--- src/rtl/mem_port_arbiter.sv ---
// Shares one single-port memory between the fetch and data requesters.
// Define ARB_RR_EN for round-robin tie breaking; default is dm-over-if priority.
module mem_port_arbiter #(
  parameter int ADDR_W = 12,
  parameter int LAT    = 1
) (
  input  logic              clk,
  input  logic              rst,
  input  logic              if_req,
  input  logic [ADDR_W-1:0] if_addr,
  output logic [31:0]       if_rdata,
  output logic              if_ack,
  output logic              if_stall,
  input  logic              dm_req,
  input  logic              dm_we,
  input  logic [1:0]        dm_mode,
  input  logic [ADDR_W-1:0] dm_addr,
  input  logic [31:0]       dm_wdata,
  output logic [31:0]       dm_rdata,
  output logic              dm_ack,
  output logic              dm_stall,
  output logic [ADDR_W-1:0] mem_addr,
  output logic [31:0]       mem_din,
  output logic              mem_we,
  output logic [1:0]        mem_mode,
  input  logic [31:0]       mem_dout,
  output logic              busy
);

  typedef enum logic [1:0] {IDLE, BUSY, RESP} state_t;

  localparam logic [1:0] MODE_WORD = 2'b10;
  localparam logic [3:0] CNT_INIT  = 4'(LAT - 1);
  localparam logic       ONE_CYC   = (LAT == 1);

  state_t     state;
  logic [3:0] cnt;
  logic       grant;
  logic       st_we;
  logic       dm_win;

`ifdef ARB_RR_EN
  logic last_grant;

  assign dm_win = dm_req & (~if_req | ~last_grant);
`else
  assign dm_win = dm_req;
`endif

  assign if_stall = if_req & ~if_ack;
  assign dm_stall = dm_req & ~dm_ack;

  always_ff @(posedge clk or posedge rst) begin
    if (rst) begin
      state    <= IDLE;
      cnt      <= '0;
      grant    <= 1'b0;
      st_we    <= 1'b0;
      mem_addr <= '0;
      mem_din  <= '0;
      mem_we   <= 1'b0;
      mem_mode <= '0;
      if_ack   <= 1'b0;
      dm_ack   <= 1'b0;
      if_rdata <= '0;
      dm_rdata <= '0;
      busy     <= 1'b0;
`ifdef ARB_RR_EN
      last_grant <= 1'b0;
`endif
    end else begin
      unique case (state)
        IDLE: begin
          mem_we <= 1'b0;
          if (if_req | dm_req) begin
            state <= BUSY;
            busy  <= 1'b1;
            cnt   <= CNT_INIT;
            grant <= dm_win;
`ifdef ARB_RR_EN
            last_grant <= dm_win;
`endif
            if (dm_win) begin
              mem_addr <= dm_addr;
              mem_mode <= dm_mode;
              mem_din  <= dm_wdata;
              st_we    <= dm_we;
              // the strobe must already be up in the first BUSY cycle
              mem_we   <= dm_we & ONE_CYC;
            end else begin
              mem_addr <= if_addr;
              mem_mode <= MODE_WORD;
              st_we    <= 1'b0;
            end
          end
        end
        BUSY: begin
          if (cnt == 4'd0) begin
            mem_we <= 1'b0;
            state  <= RESP;
            if (grant) begin
              dm_rdata <= mem_dout;
              dm_ack   <= 1'b1;
            end else begin
              if_rdata <= mem_dout;
              if_ack   <= 1'b1;
            end
          end else begin
            cnt    <= cnt - 4'd1;
            mem_we <= st_we & (cnt == 4'd1);
          end
        end
        RESP: begin
          if_ack <= 1'b0;
          dm_ack <= 1'b0;
          busy   <= 1'b0;
          state  <= IDLE;
        end
        default: state <= IDLE;
      endcase
    end
  end

endmodule

--- config.mk ---
export PLATFORM = sky130hd
export DESIGN_NAME = mem_port_arbiter
export DESIGN_NICKNAME = d
export VERILOG_FILES = /design/src/rtl/mem_port_arbiter.sv
export SDC_FILE = /design/constraint.sdc
export NUM_CORES = 1
export LEC_CHECK = 0
export BUFFER_PORTS_ARGS = -buffer_cell sky130_fd_sc_hd__buf_2
export CELL_PAD_IN_SITES_DETAIL_PLACEMENT = 0
export CELL_PAD_IN_SITES_GLOBAL_PLACEMENT = 1
export CORE_MARGIN = 4
export CORE_UTILIZATION = 40
export CTS_CLUSTER_DIAMETER = 40
export DETAILED_ROUTE_END_ITERATION = 10
export MAX_ROUTING_LAYER = met4
export PLACE_DENSITY_LB_ADDON = 0.1
export SYNTH_ARGS = -nofsm -noshare
export SYNTH_HDL_FRONTEND = slang
export SYNTH_SLANG_ARGS = --single-unit
--- constraint.sdc ---
create_clock -name clk -period 5.45 [get_ports clk]
set_clock_uncertainty 0.05 [all_clocks]
set_input_delay 0 -clock clk [delete_from_list [all_inputs] [get_ports clk]]
set_output_delay 0 -clock clk [all_outputs]
set_load 0.01 [all_outputs]
==> out/summary.log, run 1 <==
qor: drt.drt_pass1_iterations 4
qor: sta.hold_violations 0
qor: yosys.async_reset_ff_share 100.0%
qor: grt.gr-usage-met2 29.14%
qor: grt.grt_start_max_net_pins 66
qor: setup_path.slowest_delay 0.91 ns
qor: setup_path.cells_along_the_critical_path or3b_4 > or3_2 > mux2_4
qor: floorplan.die_x 119.1 microns
qor: layout.register_area 3053 sq um
qor: yosys.yosys.area.top_type_share 61.88%
qor: cts.cts_buffer_count 17
qor: drt.final_routed_wire_length_divided_by_cell_count 14.92 microns
qor: grt.grt_pass1_vias 3,977
qor: flow_run.drv.max_cap_violation_count 0
qor: power_and_ir_drop.pwr_density_cell 586.7 nW/um^2
qor: cts.cts_tree built
qor: grt.overflow_after_grt 0
qor: yosys.postSynthRegisterBits 122
qor: sta.timing.max_slew.rel_slack 28.46%
qor: cts.clock-root-buffer clkbuf_16
qor: floorplan.die_area 14,170 sq um
qor: grt.grt.total_usage 18.37%
qor: grt.antenna_violations_before_repair 0
qor: setup_path.timing.critical_path.from_type register
qor: floorplan.coreArea 12,060 sq um
qor: sta.final-setup-viol-count 0
qor: power_and_ir_drop.internal 0.003082 W
qor: yosys.synth_edf_count 0
qor: power_and_ir_drop.netSwitchingPower 0.001407 W
qor: hold_path.hp-class in2reg
qor: floorplan.placementRows 40
qor: yosys.top_reg_cell_synth dfrtp_1
qor: cts.worst_setup_hold_path_clk_slew 0.05 ns
qor: drt.wirelength 12,100 microns
qor: sta.final_max_slew_viol_count 0
qor: layout.fin_util 63.43%
qor: cts.ctsLongestPathBuffers 2
qor: setup_path.crit_fanout 33
qor: layout.multiInputGateArea 1748 sq um
qor: yosys.ys_warn_count 0
qor: grt.wire_length_of_the_first_global_routing_pass 20,130 microns
qor: layout.fin_nets 729
qor: yosys.syn-instance-count 323
qor: yosys.summed_instance_area_of_the_synthesized_netlist 4933 sq um
qor: drt.route.vias.total 3,689
qor: floorplan.ioPinCount 211
qor: yosys.yosysSeqAreaShare 61.88%
qor: setup_path.required 5.68 ns
qor: grt.globalRouteMet1Util 22.65%
qor: yosys.synth_top_cell_by_area dfrtp_1
qor: power_and_ir_drop.combinationalPowerShare 38.7%
qor: power_and_ir_drop.power.clock.fraction 25.5%
qor: sta.fmax 409.4 MHz
qor: cts.htree_num_levels 4
qor: sta.fraction_of_the_cycle_the_final_worst_path_needs 44.82%
qor: yosys.post_synth_main_area_contributors dfrtp_1, mux2_2, mux2_4
qor: setup_path.worstPathBufferInverterCount 0
qor: layout.area_growth 55.08%
qor: yosys.synth.net_count 421
qor: setup_path.endpoint_kind register
qor: grt.gr-usage-met3 5.081%
qor: sta.grt_setup_unrepaired no
qor: layout.n_antenna_cell 0
qor: power_and_ir_drop.cellLeakagePower 3.790 nW
qor: place.postPlaceCellArea 6106 sq um
qor: setup_path.critical-path-slowest-cell or3_2
qor: cts.skew_pair_late_insertion_delay 0.40 ns
qor: drt.drcViolationCount 0
qor: drt.detail_route.iter0.violations 231
qor: setup_path.worst_path_dominant_cell_family simple AND/OR/NAND/NOR gates
qor: layout.final_layout_fill_cell_count 950
qor: sta.worstMarginPinSlew 1.073 ns
qor: setup_path.timing.setup.critical_path_class reg2reg
qor: cts.cts.repair.resized 0
qor: power_and_ir_drop.power_switching_share 31.35%
qor: layout.post_route_cells_drive_above_1_share 53.81%
qor: floorplan.start_util 40.90%
qor: cts.post_cts.repair.setup_buffers 0
qor: power_and_ir_drop.seqPwrFrac 35.8%
qor: place.gpl.final_weighted_congestion 0.7462
qor: status.run_status finished clean
qor: setup_path.crit_arrival 2.67 ns
qor: cts.tritoncts_num_sinks 122
qor: power_and_ir_drop.irDropWorstVdd 231.8 uV
qor: drt.antenna_left 0
qor: yosys.synthesis.area_per_instance 15.27 sq um
qor: yosys.number_of_library_cell_types_mapped_by_synthesis 31
qor: place.port_buffers 210
qor: layout.final_area 7651 sq um
qor: grt.busiest_layer met2
qor: sta.final.setup.tns 0 ns
qor: floorplan.die-height 119.1 microns
qor: place.detailed_place_hpwl 7900 microns
qor: sta.period_minus_slack 2.443 ns
qor: drt.drt-vias-per-instance 4.549
-- through the flow --
stage	worst slack, ns	hold slack [ns]	std cells	total power [W]
2_1_floorplan	2.157	0.07314	323	0.002680
3_3_place_gp	3.037	0.1664	687	0.003286
3_5_place_dp	3.010	0.1701	687	0.003322
4_1_cts	3.004	0.07642	811	0.004542
5_1_grt	2.890	0.1234	811	0.004783
6_report	3.007	0.08911	811	0.004489
-- sequential cells by signal (all words and copies together) (netlist names) --
name and flops:
if_rdata 32, mem_din 32, st_we 1, mem_mode 2, mem_we 1, busy 1
dm_ack 1, dm_rdata 32, grant 1, cnt 4, state 2, mem_addr 12
if_ack 1
-- worst paths after layout --
check	startpoint	end	slack (ns)	depth (start not counted)
hold / removal	dm_req	st_we	0.09	3
setup / recovery	state[0]	if_rdata[20]	3.01	3
hold reg to reg	busy	busy	0.42	2
min in group asynchronous	rst	mem_din[31]	0.24	3
max in group asynchronous	rst	mem_din[20]	3.84	4
setup reg to reg	state[0]	if_rdata[20]	3.01	3
-- cells in the final DEF, fill, tap and decap left out, types with 2 or more instances in the layout --
cell	n
a21o_1	2
buf_2	210
buf_4	3
bufinv_16	3
clkbuf_1	2
clkbuf_16	17
clkbuf_8	5
clkinv_2	3
dfrtp_1	122
dlygate4sd3_1	93
ha_1	3
inv_1	4
mux2_2	68
mux2_4	29
mux2i_1	15
nand2_1	8
nand2b_1	2
nor2_1	4
nor2b_1	3
o21ai_0	30
or2_2	2
-- power groups by stage --
stage	Combinational, W	Clock [W]	Sequential, W
after detailed placement	0.00170	0	0.00162
after CTS	0.00176	0.00117	0.00161
final	0.00174	0.00114	0.00161
after global placement	0.00168	0	0.00161
after floorplan	0.000868	0	0.00181
after global routing	0.00189	0.00122	0.00168
-- what timing repair did --
item	CTS	global route
hold buffers	93	0
endpoints found under the hold margin	176	0
setup endpoints to repair	0	0
-- cells by family (layout without fill, tap and decap cells) --
logic type | after synthesis | after routing | share of synthesized area (%)
multiplexers | 112 | 112 | 27.39
flip-flops | 122 | 122 | 61.88
AO/OA/AOI/OAI | 37 | 37 | 4.032
adder cells (fa/ha/maj) | 3 | 3 | 0.7609
buffers and inverters | 22 | 342 | 2.840
AND/OR/NAND/NOR | 27 | 27 | 3.094
-- per-layer routing --
metal | vias to the layer above | routed length (microns)
li1 | 1761 | -
met1 | 1785 | 5230
met4 | 0 | 180
met3 | 15 | 671
met2 | 128 | 6020
met5 | - | 0
-- worst reg2reg max path: cells and delay by family, from the launching register on --
kind,cells,cell delay (ns)
simple gates,2,1.35
flops,1,0.43
mux,1,0.50
-- cell usage after synthesis (2+ instances only) --
cell and n:
dfrtp_1 122, mux2_2 68, o21ai_0 31, mux2_4 29
mux2i_1 15, nand2_1 8, buf_2 5, clkbuf_1 5
inv_1 5, nor2_1 4, buf_1 3, ha_1 3
nor2b_1 3, a21o_1 2, buf_12 2, nand2b_1 2
or2_2 2
-- layout make-up --
| cell class | instances | share of cell area, % |
|---|---|---|
| repair buffers | 306 | 26.20 |
| inverters | 5 | 0.2780 |
| well taps | 168 | 2.747 |
| clock inverters | 7 | 1.472 |
| multi-input cells | 179 | 22.85 |
| flip-flops and latches | 122 | 39.90 |
| clock buffers | 24 | 6.558 |
No activity file was read; power rests on OpenSTA's default activity.
==> run 2: changes to the inputs <==
--- a/config.mk
+++ b/config.mk
@@ -5,11 +5,12 @@
 export SDC_FILE = /design/constraint.sdc
 export NUM_CORES = 1
 export LEC_CHECK = 0
+export ABC_AREA = 1
 export BUFFER_PORTS_ARGS = -buffer_cell sky130_fd_sc_hd__buf_2
 export CELL_PAD_IN_SITES_DETAIL_PLACEMENT = 0
 export CELL_PAD_IN_SITES_GLOBAL_PLACEMENT = 1
 export CORE_MARGIN = 4
-export CORE_UTILIZATION = 40
+export CORE_UTILIZATION = 32
 export CTS_CLUSTER_DIAMETER = 40
 export DETAILED_ROUTE_END_ITERATION = 10
 export MAX_ROUTING_LAYER = met4
==> constraint.sdc (replaced) <==
create_clock -name clk -period 2.1 [get_ports clk]
set_clock_uncertainty 0.05 [all_clocks]
set_input_delay 0 -clock clk [delete_from_list [all_inputs] [get_ports clk]]
set_output_delay 0 -clock clk [all_outputs]
set_load 0.01 [all_outputs]
==> run 2 against run 1 <==
Net effect:
- combinational power rose to 2.7 times the previous value
- via count up 20%
- final area up 1.6%
- cell count up 29%
- sequential power rose to 2.6 times the previous value
==> out/summary.log, run 2 <==
qor: setup_path.crit_fanout 17
qor: floorplan.ioPinCount 211
qor: drt.wirelength 13,730 microns
qor: sta.period_minus_slack 1.978 ns
qor: power_and_ir_drop.irDropWorstVdd 626.2 uV
qor: power_and_ir_drop.cellLeakagePower 4.175 nW
qor: floorplan.die_area 17,710 sq um
qor: cts.cts_tree built
qor: yosys.post_synth_main_area_contributors dfrtp_1, nand2_1, o21ai_2
qor: floorplan.die-height 133.1 microns
qor: sta.final-setup-viol-count 0
qor: grt.gr-usage-met3 4.981%
qor: yosys.syn-instance-count 514
qor: layout.layout.cells.most_common_list buf_2, nand2_1, dfrtp_1
qor: setup_path.required 2.39 ns
qor: hold_path.hp-class in2async
qor: yosys.synthTopCellsByCount nand2_1, dfrtp_1, o21ai_2
qor: yosys.synth_top_cell_by_area dfrtp_1
qor: setup_path.crit_arrival 2.27 ns
qor: floorplan.die_x 133.1 microns
qor: floorplan.start_util 32.80%
qor: grt.grt.total_usage 16.35%
qor: setup_path.critical-path-slowest-cell dlygate4sd3_1
qor: yosys.postSynthRegisterBits 122
qor: floorplan.placementRows 45
qor: cts.clock-root-buffer clkbuf_16
qor: cts.skew_pair_late_insertion_delay 0.40 ns
qor: power_and_ir_drop.total_power 0.01179 W
qor: grt.grt_start_max_net_pins 123
qor: layout.fin_nets 917
qor: power_and_ir_drop.pwr_density_cell 1517 nW/um^2
qor: sta.worstMarginPinSlew 0.6940 ns
qor: layout.multiInputGateArea 1610 sq um
qor: layout.post_route_cells_drive_above_1_share 36.30%
qor: floorplan.coreArea 15,260 sq um
qor: grt.busiest_layer met2
qor: setup_path.rr_endpoint mem_addr[8]
qor: yosys.yosysSeqAreaShare 61.00%
qor: setup_path.cells_along_the_critical_path nor2_2 > o21ai_4 > buf_4 > o31ai_1 > dlygate4sd3_1
qor: sta.hold_violations 0
qor: cts.worst_setup_hold_path_clk_slew 0.05 ns
qor: place.gpl.final_weighted_congestion 0.8455
qor: grt.gr-usage-met2 24.46%
qor: status.run_status finished clean
qor: setup_path.slowest_delay 0.59 ns
qor: yosys.number_of_library_cell_types_mapped_by_synthesis 23
qor: drt.drcViolationCount 0
qor: flow_run.drv.max_cap_violation_count 0
qor: place.detailed_place_hpwl 9057 microns
qor: setup_path.timing.setup.critical_path_class reg2reg
qor: setup_path.ff2ff_setup_slack 0.12 ns
qor: sta.timing.max_slew.rel_slack 53.73%
qor: cts.ctsLongestPathBuffers 2
qor: grt.wire_length_of_the_first_global_routing_pass 22,630 microns
qor: drt.final_routed_wire_length_divided_by_cell_count 13.16 microns
qor: layout.n_antenna_cell 0
qor: yosys.synth_most_common_cell nand2_1
qor: grt.grt_pass1_vias 4,532
qor: layout.area_growth 55.33%
qor: yosys.synth.net_count 612
qor: sta.final.setup.tns 0 ns
qor: drt.drt_pass1_iterations 4
qor: yosys.top_reg_cell_synth dfrtp_1
qor: setup_path.worstRegToRegCells 5
qor: sta.final_max_slew_viol_count 0
qor: place.port_buffers 210
qor: grt.overflow_after_grt 0
qor: grt.globalRouteMet1Util 21.18%
qor: setup_path.timing.critical_path.from_type register
qor: yosys.async_reset_ff_share 100.0%
qor: layout.register_area 3053 sq um
qor: drt.drt-vias-per-instance 4.256
qor: layout.layout.cells.most_common buf_2
qor: sta.fmax 505.5 MHz
qor: yosys.ys_warn_count 0
qor: cts.cts_buffer_count 17
qor: yosys.synth_edf_count 0
qor: yosys.synthesis.area_per_instance 9.737 sq um
qor: cts.tritoncts_num_sinks 122
qor: grt.antenna_violations_before_repair 0
qor: setup_path.endpoint_kind register
qor: sta.grt_setup_unrepaired no
qor: setup_path.worstReg2RegStart state[0]
qor: sta.fraction_of_the_cycle_the_final_worst_path_needs 94.20%
qor: drt.route.vias.total 4,439
qor: drt.antenna_left 0
qor: cts.htree_num_levels 4
qor: yosys.summed_instance_area_of_the_synthesized_netlist 5005 sq um
qor: layout.layout_top_registers dm_rdata x32, if_rdata x32, mem_din x32
qor: layout.final_layout_fill_cell_count 1,438
qor: drt.detail_route.iter0.violations 162
qor: yosys.yosys.area.top_type_share 61.00%
[run 2: cell types whose count changed in the layout (fill, tap and decap cells not counted), moves of 4 or more]
cell	previous run	this run
nor2_1	4	33
o21ai_0	30	8
mux2_4	29	0
mux2i_1	15	0
o31ai_1	0	11
mux2_2	68	0
nand2_1	8	185
o21ai_1	1	18
inv_1	4	41
nand3_1	0	4
o21ai_2	0	46
[run 2: power breakdown]
group	switching [W]	total, W	internal, W
combinational	0.00271	0.00475	0.00205
sequential	0.000626	0.00414	0.00351
clock	0.000987	0.00290	0.00192
total	0.00432	0.0118	0.00748
[run 2: timing repair]
action,in CTS,in global routing
resized for setup,0,3
buffers inserted,0,0
hold buffers,94,0
setup endpoints to repair,0,7
hold endpoints to repair,235,0
[run 2: worst max-delay path: cells and delay by family, from the launching register on]
family / cells / cell delay [ns]
AOI/OAI and AO/OA: 2 / 0.39
and+or+nand+nor: 1 / 0.22
DFF: 1 / 0.43
buffers and inverters: 2 / 0.83
[run 2: metrics by stage]
| stage | hold slack, ns | cells | utilization, % | setup slack, ns | instance area [sq um] |
|---|---|---|---|---|---|
| finish | 0.2507 | 1043 | 50.95 | 0.1218 | 7774 |
| global route | 0.2724 | 1043 | 50.95 | 0.002543 | 7774 |
| CTS | 0.2444 | 1043 | 50.85 | 0.04868 | 7759 |
| detailed placement | 0.1509 | 917 | 40.83 | 0.3404 | 6230 |
| global placement | 0.1435 | 917 | 40.83 | 0.4224 | 6230 |
| floorplan | 0.03316 | 514 | - | 0.5527 | 5009 |
[run 2: logic make-up after synthesis]
kind of cell / after synthesis / synth area share (%)
and+or+nand+nor: 229 / 17.75
DFF: 122 / 61.00
AOI/OAI and AO/OA: 89 / 13.13
buffers and inverters: 70 / 7.200
adders and majority gates: 3 / 0.7501
xor gates and xnor gates: 1 / 0.1750
[run 2: layout make-up]
class                   instances  share of cell area (%)
inverters                      44                   2.173
clock buffers                  23                   6.020
multi-input cells             322                   20.71
flip-flops and latches        122                   39.27
well taps                     211                   3.396
repair buffers                312                   26.88
clock inverters                 9                   1.545
[run 2: worst max path at each step]
stage          startpoint  cells past startpoint            to  slack, ns
3_5_place_dp       cnt[0]                      8  dm_rdata[23]       0.34
2_1_floorplan         rst                      1          busy       0.55
5_1_grt          state[0]                      5   mem_addr[4]      0.003
6_report         state[0]                      5   mem_addr[8]       0.12
4_1_cts          state[1]                      5   mem_addr[9]       0.05
3_3_place_gp       cnt[0]                      8   if_rdata[3]       0.42
[run 2: routing by layer]
layer  share of wire, %  wire length [microns]
met2                 45                   6233
met5                  0                      0
met1                 46                   6364
met3                7.2                    991
met4                1.0                    140
